**src/rtl/pe_conv_mac_sched.sv**
```systemverilog
// Window sequencer for the conv PE input buffer and MAC: load, kernel/channel-group sweep, marker alignment, result handshake.
// Optional stall counter enabled by defining PE_CONV_MAC_SCHED_PERF_EN.
module pe_conv_mac_sched #(
  parameter int pKERNEL_SIZE    = 3,
  parameter int pINPUT_CHANNEL  = 1,
  parameter int pINPUT_PARALLEL = 1,
  parameter int pPIPE_LAT       = 2
) (
  input  logic        clk,
  input  logic        rst_n,
  input  logic        win_valid,
  output logic        win_ready,
  output logic        load,
  output logic        buf_en,
  output logic [((pKERNEL_SIZE*pKERNEL_SIZE) > 1 ? $clog2(pKERNEL_SIZE*pKERNEL_SIZE) : 1)-1:0] pixel,
  output logic [((pINPUT_CHANNEL/pINPUT_PARALLEL) > 1 ? $clog2(pINPUT_CHANNEL/pINPUT_PARALLEL) : 1)-1:0] chgrp,
  output logic        mac_first,
  output logic        mac_last,
  output logic        result_valid,
  input  logic        result_ready,
  output logic        busy,
  output logic [31:0] perf_stall_cnt
);

  localparam int KK    = pKERNEL_SIZE * pKERNEL_SIZE;
  localparam int G     = pINPUT_CHANNEL / pINPUT_PARALLEL;
  localparam int PIX_W = (KK > 1) ? $clog2(KK) : 1;
  localparam int GRP_W = (G > 1) ? $clog2(G) : 1;
  localparam logic [PIX_W-1:0] PIX_LAST = PIX_W'(KK - 1);
  localparam logic [PIX_W-1:0] PIX_ONE  = PIX_W'(1);
  localparam logic [GRP_W-1:0] GRP_LAST = GRP_W'(G - 1);
  localparam logic [GRP_W-1:0] GRP_ONE  = GRP_W'(1);

  typedef enum logic [2:0] {
    ST_IDLE  = 3'd0,
    ST_LOAD  = 3'd1,
    ST_RUN   = 3'd2,
    ST_DRAIN = 3'd3,
    ST_DONE  = 3'd4
  } state_t;

  state_t                 state_r, nxt_state_s;
  logic [PIX_W-1:0]       pixel_r, nxt_pixel_s;
  logic [GRP_W-1:0]       chgrp_r, nxt_chgrp_s;
  logic                   win_ready_r, load_r, buf_en_r, result_valid_r, busy_r;
  logic                   first_iss_r, last_iss_r;
  logic                   first_iss_s, last_iss_s;
  logic [pPIPE_LAT-1:0]   first_sr_r, last_sr_r;
  logic                   mac_last_s;

  assign mac_last_s = last_sr_r[pPIPE_LAT-1];

  // Next-state and sweep counters; pixel is the inner loop, chgrp the outer.
  always_comb begin
    nxt_state_s = state_r;
    nxt_pixel_s = {PIX_W{1'b0}};
    nxt_chgrp_s = {GRP_W{1'b0}};
    case (state_r)
      ST_IDLE: begin
        if (win_valid && win_ready_r) begin
          nxt_state_s = ST_LOAD;
        end else begin
          nxt_state_s = ST_IDLE;
        end
      end
      ST_LOAD: begin
        nxt_state_s = ST_RUN;
      end
      ST_RUN: begin
        if (pixel_r == PIX_LAST) begin
          if (chgrp_r == GRP_LAST) begin
            nxt_state_s = ST_DRAIN;
          end else begin
            nxt_state_s = ST_RUN;
            nxt_chgrp_s = chgrp_r + GRP_ONE;
          end
        end else begin
          nxt_state_s = ST_RUN;
          nxt_pixel_s = pixel_r + PIX_ONE;
          nxt_chgrp_s = chgrp_r;
        end
      end
      ST_DRAIN: begin
        if (mac_last_s) begin
          nxt_state_s = ST_DONE;
        end else begin
          nxt_state_s = ST_DRAIN;
        end
      end
      ST_DONE: begin
        if (result_ready) begin
          nxt_state_s = ST_IDLE;
        end else begin
          nxt_state_s = ST_DONE;
        end
      end
      default: begin
        nxt_state_s = ST_IDLE;
      end
    endcase
  end

  // Issue markers for the beat about to be driven; a single-beat window sets both.
  always_comb begin
    first_iss_s = (state_r == ST_LOAD);
    last_iss_s  = (nxt_state_s == ST_RUN) && (nxt_pixel_s == PIX_LAST) && (nxt_chgrp_s == GRP_LAST);
  end

  // State, counters and all outputs registered from the next-state decode.
  always_ff @(posedge clk or negedge rst_n) begin
    if (!rst_n) begin
      state_r        <= ST_IDLE;
      pixel_r        <= {PIX_W{1'b0}};
      chgrp_r        <= {GRP_W{1'b0}};
      win_ready_r    <= 1'b1;
      load_r         <= 1'b0;
      buf_en_r       <= 1'b0;
      result_valid_r <= 1'b0;
      busy_r         <= 1'b0;
      first_iss_r    <= 1'b0;
      last_iss_r     <= 1'b0;
    end else begin
      state_r        <= nxt_state_s;
      pixel_r        <= nxt_pixel_s;
      chgrp_r        <= nxt_chgrp_s;
      win_ready_r    <= (nxt_state_s == ST_IDLE);
      load_r         <= (nxt_state_s == ST_LOAD);
      buf_en_r       <= (nxt_state_s == ST_RUN);
      result_valid_r <= (nxt_state_s == ST_DONE);
      busy_r         <= (nxt_state_s != ST_IDLE);
      first_iss_r    <= first_iss_s;
      last_iss_r     <= last_iss_s;
    end
  end

  // Delay the issue markers by the buffer read latency so they line up with buffer valid.
  always_ff @(posedge clk or negedge rst_n) begin
    if (!rst_n) begin
      first_sr_r <= {pPIPE_LAT{1'b0}};
      last_sr_r  <= {pPIPE_LAT{1'b0}};
    end else begin
      first_sr_r[0] <= first_iss_r;
      last_sr_r[0]  <= last_iss_r;
      for (int i = 1; i < pPIPE_LAT; i++) begin
        first_sr_r[i] <= first_sr_r[i-1];
        last_sr_r[i]  <= last_sr_r[i-1];
      end
    end
  end

  assign win_ready    = win_ready_r;
  assign load         = load_r;
  assign buf_en       = buf_en_r;
  assign pixel        = pixel_r;
  assign chgrp        = chgrp_r;
  assign mac_first    = first_sr_r[pPIPE_LAT-1];
  assign mac_last     = mac_last_s;
  assign result_valid = result_valid_r;
  assign busy         = busy_r;

`ifdef PE_CONV_MAC_SCHED_PERF_EN
  logic [31:0] stall_cnt_r;

  // Saturating count of cycles the result sits unaccepted.
  always_ff @(posedge clk or negedge rst_n) begin
    if (!rst_n) begin
      stall_cnt_r <= 32'd0;
    end else if ((state_r == ST_DONE) && !result_ready && (stall_cnt_r != 32'hFFFF_FFFF)) begin
      stall_cnt_r <= stall_cnt_r + 32'd1;
    end
  end

  assign perf_stall_cnt = stall_cnt_r;
`else
  assign perf_stall_cnt = 32'd0;
`endif

endmodule

```
**config.mk**
```make
export PLATFORM = sky130hd
export DESIGN_NAME = pe_conv_mac_sched
export DESIGN_NICKNAME = d
export VERILOG_FILES = /design/src/rtl/pe_conv_mac_sched.sv
export SDC_FILE = /design/constraint.sdc
export NUM_CORES = 1
export LEC_CHECK = 0
export BUFFER_PORTS_ARGS = -buffer_cell sky130_fd_sc_hd__clkbuf_2
export CAP_MARGIN = 20
export CORE_MARGIN = 2
export CORE_UTILIZATION = 41
export DETAILED_ROUTE_END_ITERATION = 8
export PLACE_DENSITY = 0.78
export SYNTH_ARGS = -nofsm -noshare
export SYNTH_HDL_FRONTEND = slang
export SYNTH_SLANG_ARGS = --single-unit
```
**constraint.sdc**
```tcl
create_clock -name clk -period 1.4 [get_ports clk]
set_input_delay 0.21 -clock clk [delete_from_list [all_inputs] [get_ports clk]]
set_output_delay 0.21 -clock clk [all_outputs]
set_load 0.1 [all_outputs]
```
==> summary by stage, run 1 <==
Run status
The run finished with clean final reports.

Timing
The clock period could shrink to around 1300 ps. The final count of pins violating max slew is 0. For the final database, setup skew stands at around 7 ps.

Setup repair after global routing left no endpoint under its margin. Of the available clock period, the critical path in the final layout requires 0.9269. Setup violations remaining at the end of the flow were counted as 0. The count of final hold-check violations is 0. The smallest hold slack is between 150 and 200 ps.

The slew at the pin closest to its max-slew limit is 541.3 ps. Derived from the worst setup path, the maximum achievable clock frequency is 0.7706 GHz. The relative max-transition margin is 0.6407.

Drt
After detailed routing, the number of vias per cell comes to 4.151. The routed length per placed instance is roughly 10 µm. After detailed routing, the number of remaining DRC violations is 0. The starting DRC count in detailed routing is 4.

Wires add up to approximately 1.5 mm. After detailed routing, the wire length on met1 is 546 µm. In this run the top signal layer used is met4. Summed over all nets, wire length on met3 after detailed routing comes to 135 µm.

The routed layout has about 580 vias. The first TritonRoute pass finished after 4 iterations. Once detail routing completed, the nets flagged for antenna violations numbered 0.

The total length of routed met2 wires is approximately 730 µm.

Floorplanning
For this configuration, the core starts out at a cell density of 0.4428. The die span in x is 53.35 µm. The die covers ~0.0028 mm².

The floorplan has 17 rows. Pin placement for this block handled 48 I/O pins. The standard cell core area is 0.002255 mm². The height of the die is ~53 µm.

Logic synthesis
In this run, synthesis inferred 0 flip-flops with an integrated enable. The post-synthesis average cell area is roughly 11 µm². Of the total synthesized cell area, the portion taken by XOR and XNOR cells is 0.01754. The post-synthesis async set-or-reset flop share is 1.000.

The most common cell in the netlist is sky130_fd_sc_hd__buf_4. The complex-gate fraction of the synthesized area is 0.02882. The post-synthesis instance area is around 1000 µm².

The number of different library cells used by synthesis comes to 28. Yosys printed 0 warnings. By area, the combinational part of the netlist is dominated by buffers and inverters.

The share of synthesized area in the top cell type comes to 0.4511. The multiplexer share of the synthesized area is 0.02256. After technology mapping, the gate count stands at 94. Of the synthesized area, sequential elements account for 0.4774. The post-synthesis share of cell area spent on and, or, nand and nor gates is 0.1566.

Counting flops and latches in the post-synthesis netlist gives 19. Of the total synthesized cell area, the portion taken by full adders, half adders and majority gates is 0.02506. Summed over all instances, the cell type with the most area after synthesis is sky130_fd_sc_hd__dfrtp_1. The most instantiated flip-flop cell in the synthesis netlist is sky130_fd_sc_hd__dfrtp_1. By area the synthesized netlist is led by sky130_fd_sc_hd__dfrtp_1, sky130_fd_sc_hd__buf_4, sky130_fd_sc_hd__nor2_1. The commonest cells after synthesis are sky130_fd_sc_hd__buf_4, sky130_fd_sc_hd__dfrtp_1, sky130_fd_sc_hd__nor2_1.

Placement
At the end of routability-driven placement, the weighted congestion stood at slightly above 0.7. Summed over all nets, the half-perimeter wirelength after detailed placement is around 1.1 mm. The count of input and output buffers is 15.

Once placement finished, the instance area stood at just over 0.001 mm².

Critical path
The longest individual stage delay on the worst path is ~450 ps. STA classifies the critical path startpoint as a flop. The required time at the worst-slack endpoint is about 1200 ps.

In this run the worst setup path begins at result_valid$_DFF_PN0_. The register-to-register setup slack is ~140 ps. The startpoint of the lowest-slack register-to-register path is pixel[0]$_DFF_PN0_. The critical path class is flop to primary output. The largest individual stage delay along the critical path comes from the cell sky130_fd_sc_hd__clkbuf_2. Broken down by cell family, the worst path's largest delay share belongs to buffers and inverters. The sort of element at the end of the critical path is a primary output. Traced cell by cell, the critical path runs through clkbuf_2. Data arrives at the worst endpoint at around 1100 ps. Of all nets on the critical path, the largest fanout is 1. The number of buffers and inverters on the critical path is 1.

Run
Max-cap violations in this run came to 0.

Global route
The maximum number of pins on one net before global-route repair is 20. The combined global-route utilization of all metal layers is 0.1077. The first global-routing pass estimated between 2 and 2.5 mm of wire. The total overflow left after global routing is 0. The via count of the first global-routing pass is roughly 480. The number of antenna violations at the first check in global routing is 0.

Clock network
The clock passes through at most 2 buffers. In this run the number of H-tree levels came out at 1. The number of buffers added by the clock tree synthesis step is 3. The TritonCTS clock tree is yes. Clock latency on the worst-skew pair, taken at its later pin, is roughly 300 ps. After clock tree synthesis, the clock-pin slew on the worst setup and hold paths is 110 ps.

The cell at the root of the clock tree is sky130_fd_sc_hd__clkbuf_4. The post-cts resize count is 0. For this design, the sink count on the clock tree is 19.

Finish
In the final layout, the share of cells above drive strength 1 is 0.2883. 0 antenna diodes ended up in the layout. The area of all placed cells without fillers is about 0.0011 mm². Relative to the synthesized area, the layout overhead comes to 5.889%. At the end of the flow, the number of nets in the layout was 118. The filler cells instantiated in the layout total 230.

Hold path
The worst hold path begins at win_valid. The tightest min-delay check is of the input pin to flop type.
-- cell type report --
class / count / area [µm²] / share of cell area
Sequential cell: 19 / 485.5 / 0.4592
Inverter: 3 / 11.26 / 0.01065
Clock buffer: 3 / 22.52 / 0.02130
Timing Repair Buffer: 16 / 127.6 / 0.1207
Multi-Input combinational cell: 69 / 370.4 / 0.3503
Clock inverter: 1 / 5.005 / 0.004734
Tap cell: 28 / 35.03 / 0.03314
-- per-layer routing --
layer	vias up	track usage
li1	275	-
met3	4	0.03390
met5	-	0
met1	267	0.1011
met4	0	0.1026
met2	31	0.1811
-- cell families after synthesis --
family | after synthesis
multiplexers | 2
flip-flops | 19
other | 1
buffers and inverters | 37
AO/OA/AOI/OAI | 5
XOR/XNOR | 2
AND/OR/NAND/NOR | 26
adder cells (fa/ha/maj) | 2
-- worst min-delay path, stage by stage --
cell	delay, ps
sky130_fd_sc_hd__clkbuf_2	90
sky130_fd_sc_hd__nand2_1	70
sky130_fd_sc_hd__nor4_1	50
-- registers in the layout, indices dropped and copies added (netlist names), 2 cells and up --
signal      flops
last_sr_r       2
first_sr_r      2
state_r         3
pixel           4
-- metrics by stage --
| step | utilization | std cells | setup slack [ps] | TNS (ps) |
|---|---|---|---|---|
| finish | 0.4689 | 139 | 102.4 | 0 |
| global route | 0.4689 | 139 | 25.35 | 0 |
| CTS | 0.4689 | 139 | 81.35 | 0 |
| detailed placement | 0.4523 | 134 | 123.1 | 0 |
| global placement | 0.4523 | 134 | 182.0 | 0 |
| floorplan | - | 125 | -29.43 | -29.43 |
-- worst paths after layout --
check	endpoint	depth (start not counted)
max	result_valid	1
max reg2reg	last_iss_r$_DFF_PN0_	4
min reg2reg	first_sr_r[0]$_DFF_PN0_	0
min in group asynchronous	result_valid$_DFF_PN0_	2
min	load$_DFF_PN0_	3
max in group asynchronous	pixel[0]$_DFF_PN0_	2
-- layout by cell type (no fill, tap or decap), drive strengths merged, types with 2 or more instances in the layout --
cell | netlist | layout
dfrtp | 18 | 18
conb | 1 | 32
and3 | 2 | 2
nand3b | 3 | 3
nand3 | 4 | 4
nand2 | 2 | 2
clkbuf | 0 | 11
inv | 3 | 3
mux2 | 2 | 2
nor2 | 8 | 8
buf | 34 | 7
o21ai | 2 | 2
ha | 2 | 2
nor3 | 3 | 3
-- repair_timing --
item,in CTS,in global routing
hold buffers,1,0
setup buffers,0,0
hold endpoints to repair,18,0
Power of run 1 is left out: the tool's default activity adds up to more than one toggle a clock period on the data nets, which glitch-free logic cannot reach.
==> inputs of run 2 (changes only) <==
==> constraint.sdc (replaced) <==
create_clock -name clk -period 1.46 [get_ports clk]
set_input_delay 0.219 -clock clk [delete_from_list [all_inputs] [get_ports clk]]
set_output_delay 0.219 -clock clk [all_outputs]
set_load 0.1 [all_outputs]
==> summary by stage, run 2 (same netlist as run 1, synthesis figures left out) <==
Floorplanning
The die span in x is 53.35 µm (unchanged). The standard cell core area is 0.002255 mm² (unchanged). The die area came to 0.002846 mm² (unchanged).

The height of the die is 53.35 µm (unchanged). The number of placement rows is 17 (unchanged). The number of top-level pins is 48 (unchanged).

The initial core utilization is 0.4428 (unchanged).

Critical path
The largest fanout on the critical path was 1 (unchanged). The critical path startpoint category is a flop (unchanged). The sort of element at the end of the critical path is a primary output (unchanged). The number of buffer and inverter stages on the critical path is 1 (unchanged).

The critical path data arrival time is 1080 ps (was 1090 ps). Crit-path cells: clkbuf_2 (unchanged). The required time at the worst-slack endpoint came to 1240 ps (was 1190 ps). The cell family contributing the most delay on the critical path is buffers and inverters (unchanged). The slowest cell on the critical path is sky130_fd_sc_hd__clkbuf_2 (unchanged).

The startpoint of the lowest-slack register-to-register path is pixel[0]$_DFF_PN0_ (unchanged). The critical path class is flop to primary output (unchanged). The beginning of the critical path was result_valid$_DFF_PN0_ (unchanged). The longest individual stage delay on the worst path is 450 ps (about the same).

Finish
The combined flip-flop and latch cell area is 481.7 µm² (was 485.5 µm²). The share of cells above drive strength 1 was 0.2793 (was 0.2883). The growth of design area from synthesis to finish is 4.261% (was 5.889%). The area occupied by multi-input gates came to 370.4 µm² (unchanged).

The filler cell count was 218 (was 230). The flip-flop count of the largest register, all copies and words added is 4 (unchanged). The most common cell after layout, fill and taps aside is sky130_fd_sc_hd__conb_1 (unchanged).

The count of inserted antenna diode cells is 0 (unchanged). The final cell count without fillers was 139 (unchanged). The post-layout net count came to 118 (unchanged).

Commonest cells after routing, fill and taps aside: sky130_fd_sc_hd__conb_1, sky130_fd_sc_hd__dfrtp_1, sky130_fd_sc_hd__nor2_1, sky130_fd_sc_hd__clkbuf_2, sky130_fd_sc_hd__buf_4 (unchanged).

Global route
The global-route wire length before repair is 2.063 mm (was 2.014 mm). The via count of the first global-routing pass is 502 (was 482). The maximum number of pins on one net before global-route repair is 20 (unchanged). The total congestion overflow is 0 (unchanged). The combined global-route utilization of all metal layers was 0.1022 (was 0.1077).

The number of antenna violations at the first check in global routing is 0 (unchanged).

Timing
Based on the critical path, the design can be clocked at up to between 0.7 and 0.8 GHz. The count of final hold-check violations was 0 (unchanged). The worst-case clock skew is 9.295 ps (was 6.874 ps). The clock period minus worst slack is between 1000 and 1500 ps. The part of the cycle the worst path needs is 0.8918.

The relative max-transition margin is 0.6419 (was 0.6407). The smallest hold slack is 169.4 ps (was 152.5 ps). The final count of pins violating max slew was 0 (unchanged). The worst-case setup margin in the final layout is 157.9 ps (was 102.4 ps). The slew at the pin closest to its max-slew limit is 539.4 ps (was 541.3 ps). The final setup violation count is 0 (unchanged). Unrepaired setup endpoints after global routing: false (unchanged).

Drt
The routed length per placed instance is 9.849 µm (was 10.45 µm). The per-cell via count in the routed design was 4.144 (was 4.151). The remaining antenna violation count is 0 (unchanged). The routed via count is 576 (was 577). The remaining routing DRC violations is 0 (unchanged). The total wire length after detailed routing came to 1.369 mm (was 1.453 mm). The number of detailed-route iterations in the first pass came to 4 (unchanged).

The starting DRC count in detailed routing was 7 (was 4).

Run
The count of maximum capacitance violations was 0 (unchanged).

Clock network
The register clock-pin slew on the reported worst setup and hold paths is 110 ps (about the same). The number of levels the H-tree was split into came to 1 (unchanged). The worst-case clock buffer depth is 2 (unchanged). The number of buffers added by the clock tree synthesis step is 3 (unchanged). The TritonCTS clock tree is yes (unchanged).

The cell at the root of the clock tree is sky130_fd_sc_hd__clkbuf_4 (unchanged). The hold buffer count at CTS is 1 (unchanged). The clock sink count came to 19 (unchanged). The post-cts resize count is 0 (unchanged).

The later-pin clock latency in the skew report is 290 ps (was 300 ps). The number of post-CTS setup repair buffers is 0 (unchanged).

Placement
The count of input and output buffers is 15 (unchanged). The number of placed instances, taps included was 134 (unchanged). The pre-CTS setup slack was 258.2 ps (was 123.1 ps). The global placement routability congestion came to 0.7448 (was 0.7268).

The half-perimeter wire length of the detailed placement result is 1.080 mm (was 1.126 mm).

Hold path
The startpoint of the most critical hold path is win_valid (unchanged). The path type of the worst min-delay path was input pin to flop (unchanged).

Run status
Outcome: complete, no violations (unchanged).
==> run 2: area by class of cell <==
cell class	count	area share
inverters	3	0.01082
multi-input cells	69	0.3558
repair buffers	16	0.1106
well taps	28	0.03365
clock inverters	1	0.004808
clock buffers	3	0.02163
flip-flops and latches	19	0.4627
==> run 2: per-stage QoR <==
stage,area (µm²),util,TNS [ps]
floorplan,1120,-,-6.041
global placement,1003,0.4451,0
detailed placement,1003,0.4451,0
CTS,1041,0.4617,0
global route,1041,0.4617,0
finish,1041,0.4617,0
==> run 2: routing by layer <==
layer  GRT usage  share of wire
met2      0.1872           0.53
met5           0              0
met4     0.03846              0
met3     0.04237          0.080
met1      0.1005           0.39
==> run 2: tightest hold or removal path, cell delays in order <==
cell,delay (ps)
sky130_fd_sc_hd__clkbuf_2,90
sky130_fd_sc_hd__nand2_1,80
sky130_fd_sc_hd__nor4_1,40
==> run 2: worst paths after layout <==
kind | endpoint | depth (start not counted) | slack [ps]
max | result_valid | 1 | 160
min | load$_DFF_PN0_ | 3 | 170
max reg2reg | last_iss_r$_DFF_PN0_ | 5 | 250
min reg2reg | last_sr_r[0]$_DFF_PN0_ | 0 | 360
max in group asynchronous | pixel[1]$_DFF_PN0_ | 2 | 730
min in group asynchronous | state_r[1]$_DFF_PN0_ | 2 | 380
Power of run 2 is left out for the same reason.
==> inputs of run 3 (changes only) <==
--- a/config.mk
+++ b/config.mk
@@ -5,8 +5,8 @@
 export SDC_FILE = /design/constraint.sdc
 export NUM_CORES = 1
 export LEC_CHECK = 0
-export BUFFER_PORTS_ARGS = -buffer_cell sky130_fd_sc_hd__clkbuf_2
-export CAP_MARGIN = 20
+export BUFFER_PORTS_ARGS = -buffer_cell sky130_fd_sc_hd__buf_2
+export CAP_MARGIN = 10
 export CORE_MARGIN = 2
 export CORE_UTILIZATION = 41
 export DETAILED_ROUTE_END_ITERATION = 8
==> summary by stage, run 3 (same netlist as run 1, synthesis figures left out) <==
Floorplanning
The number of top-level pins is 48 (unchanged). The number of placement rows came to 17 (unchanged). The die span in x is 53.35 µm (unchanged). The initial core utilization came to 0.4428 (unchanged). The die area was 0.002846 mm² (unchanged). The height of the die is 53.35 µm (unchanged). The standard cell core area was 0.002255 mm² (unchanged).

Finish
The final cell count without fillers is 139 (unchanged). The share of cells above drive strength 1 is 0.2703 (was 0.2793). The filler cell count is 226 (was 218).

Commonest cells after routing, fill and taps aside: sky130_fd_sc_hd__conb_1, sky130_fd_sc_hd__dfrtp_1, sky130_fd_sc_hd__buf_2 (was sky130_fd_sc_hd__conb_1, sky130_fd_sc_hd__dfrtp_1, sky130_fd_sc_hd__nor2_1, sky130_fd_sc_hd__clkbuf_2, sky130_fd_sc_hd__buf_4). The post-layout net count is 118 (unchanged). The count of inserted antenna diode cells came to 0 (unchanged). The growth of design area from synthesis to finish is 2.631% (was 4.261%). The most common cell after layout, fill and taps aside is sky130_fd_sc_hd__conb_1 (unchanged).

The flip-flop count of the largest register, all copies and words added is 4 (unchanged).

Clock network
The number of post-CTS setup repair buffers was 0 (unchanged). The number of buffers added by the clock tree synthesis step was 3 (unchanged). The TritonCTS clock tree is yes (unchanged). The worst-case clock buffer depth is 2 (unchanged). The register clock-pin slew on the reported worst setup and hold paths is 100 ps (was 110 ps). The clock sink count is 19 (unchanged). The post-cts resize count is 0 (unchanged). The later-pin clock latency in the skew report is 290 ps (about the same). The cell at the root of the clock tree is sky130_fd_sc_hd__clkbuf_4 (unchanged).

The number of levels the H-tree was split into is 1 (unchanged).

Critical path
The number of buffer and inverter stages on the critical path is 1 (unchanged). The critical path startpoint category is a flop (unchanged). The largest fanout on the critical path is 6 (was 1). Crit-path cells: buf_2 (was clkbuf_2). The total number of cells along the worst setup path was 1 (unchanged). The sort of element at the end of the critical path is a primary output (unchanged).

The required time at the worst-slack endpoint is 1240 ps (about the same). The slowest cell on the critical path is sky130_fd_sc_hd__buf_2 (was sky130_fd_sc_hd__clkbuf_2). The longest individual stage delay on the worst path is 440 ps (was 450 ps). The critical path class is flop to primary output (unchanged). The worst-case reg-to-reg path depth was 5 (unchanged). The critical path data arrival time is 1160 ps (was 1080 ps).

The cell family contributing the most delay on the critical path is buffers and inverters (unchanged).

Drt
The total wire length after detailed routing is 1.407 mm (was 1.369 mm). The routed length per placed instance came to 10.12 µm (was 9.849 µm). The starting DRC count in detailed routing was 3 (was 7).

The remaining routing DRC violations is 0 (unchanged). The remaining antenna violation count is 0 (unchanged). The routed via count is 569 (was 576). The number of detailed-route iterations in the first pass was 4 (unchanged). The per-cell via count in the routed design came to 4.094 (was 4.144).

Placement
The half-perimeter wire length of the detailed placement result is 1.088 mm (was 1.080 mm). The count of input and output buffers is 15 (unchanged). The global placement routability congestion is 0.7368 (was 0.7448). The pre-CTS setup slack came to 254.6 ps (was 258.2 ps).

The number of placed instances, taps included is 134 (unchanged).

Timing
Unrepaired setup endpoints after global routing: false (unchanged). The maximum clock frequency is 0.7254 GHz (was 0.7680 GHz). The final count of pins violating max slew is 0 (unchanged). The clock period minus worst slack is 1379 ps (was 1302 ps). The count of final hold-check violations was 0 (unchanged).

The worst-case setup margin in the final layout is 81.42 ps (was 157.9 ps). The final setup violation count is 0 (unchanged). The smallest hold slack is 180.3 ps (was 169.4 ps). The part of the cycle the worst path needs came to 0.9442 (was 0.8918). The worst-case clock skew came to 4.764 ps (was 9.295 ps).

Run status
Outcome: complete, no violations (unchanged).

Global route
The combined global-route utilization of all metal layers came to 0.1066 (was 0.1022). The total congestion overflow came to 0 (unchanged). The maximum number of pins on one net before global-route repair is 20 (unchanged).

The via count of the first global-routing pass is 531 (was 502). The number of antenna violations at the first check in global routing is 0 (unchanged). The global-route wire length before repair came to 2.125 mm (was 2.063 mm).

Hold path
The path type of the worst min-delay path is input pin to flop (unchanged). The depth of the worst hold-timing path is 3 (unchanged).

Run
The count of maximum capacitance violations is 0 (unchanged).
-- run 3: metal layers --
layer	share of wire	GRT usage	vias up
met5	0	0	-
met4	0.0085	0.06410	0
met3	0.074	0.02542	2
met2	0.51	0.1872	25
met1	0.41	0.1137	266
li1	-	-	276
-- run 3: metrics by stage --
stage	setup TNS, ps	utilization	instance area (µm²)
floorplan	-6.041	-	1120
finish	0	0.4545	1025
CTS	0	0.4545	1025
global placement	0	0.4384	988.4
global route	0	0.4545	1025
detailed placement	0	0.4384	988.4
-- run 3: final timing paths --
check | from | end | slack [ps]
worst max register to register | pixel[0]$_DFF_PN0_ | last_iss_r$_DFF_PN0_ | 240
worst max-delay path | pixel[0]$_DFF_PN0_ | pixel[0] | 80
min in group asynchronous | rst_n | last_sr_r[0]$_DFF_PN0_ | 370
worst min-delay path | win_valid | load$_DFF_PN0_ | 180
worst min register to register | last_iss_r$_DFF_PN0_ | last_sr_r[0]$_DFF_PN0_ | 350
max in group asynchronous | rst_n | win_ready$_DFF_PN1_ | 770
-- run 3: area by class of cell --
type / count / area [µm²] / share of cell area
Clock buffer: 4 / 26.28 / 0.02564
Sequential cell: 19 / 481.7 / 0.4701
Inverter: 3 / 11.26 / 0.01099
Timing Repair Buffer: 16 / 100.1 / 0.09768
Tap cell: 28 / 35.03 / 0.03419
Multi-Input combinational cell: 69 / 370.4 / 0.3614
-- run 3: repair_timing --
item	4_1_cts	5_1_grt
hold buffers	1	0
endpoints found under the hold margin	18	0
endpoints found under the setup margin	0	0
Power of run 3 is left out for the same reason.
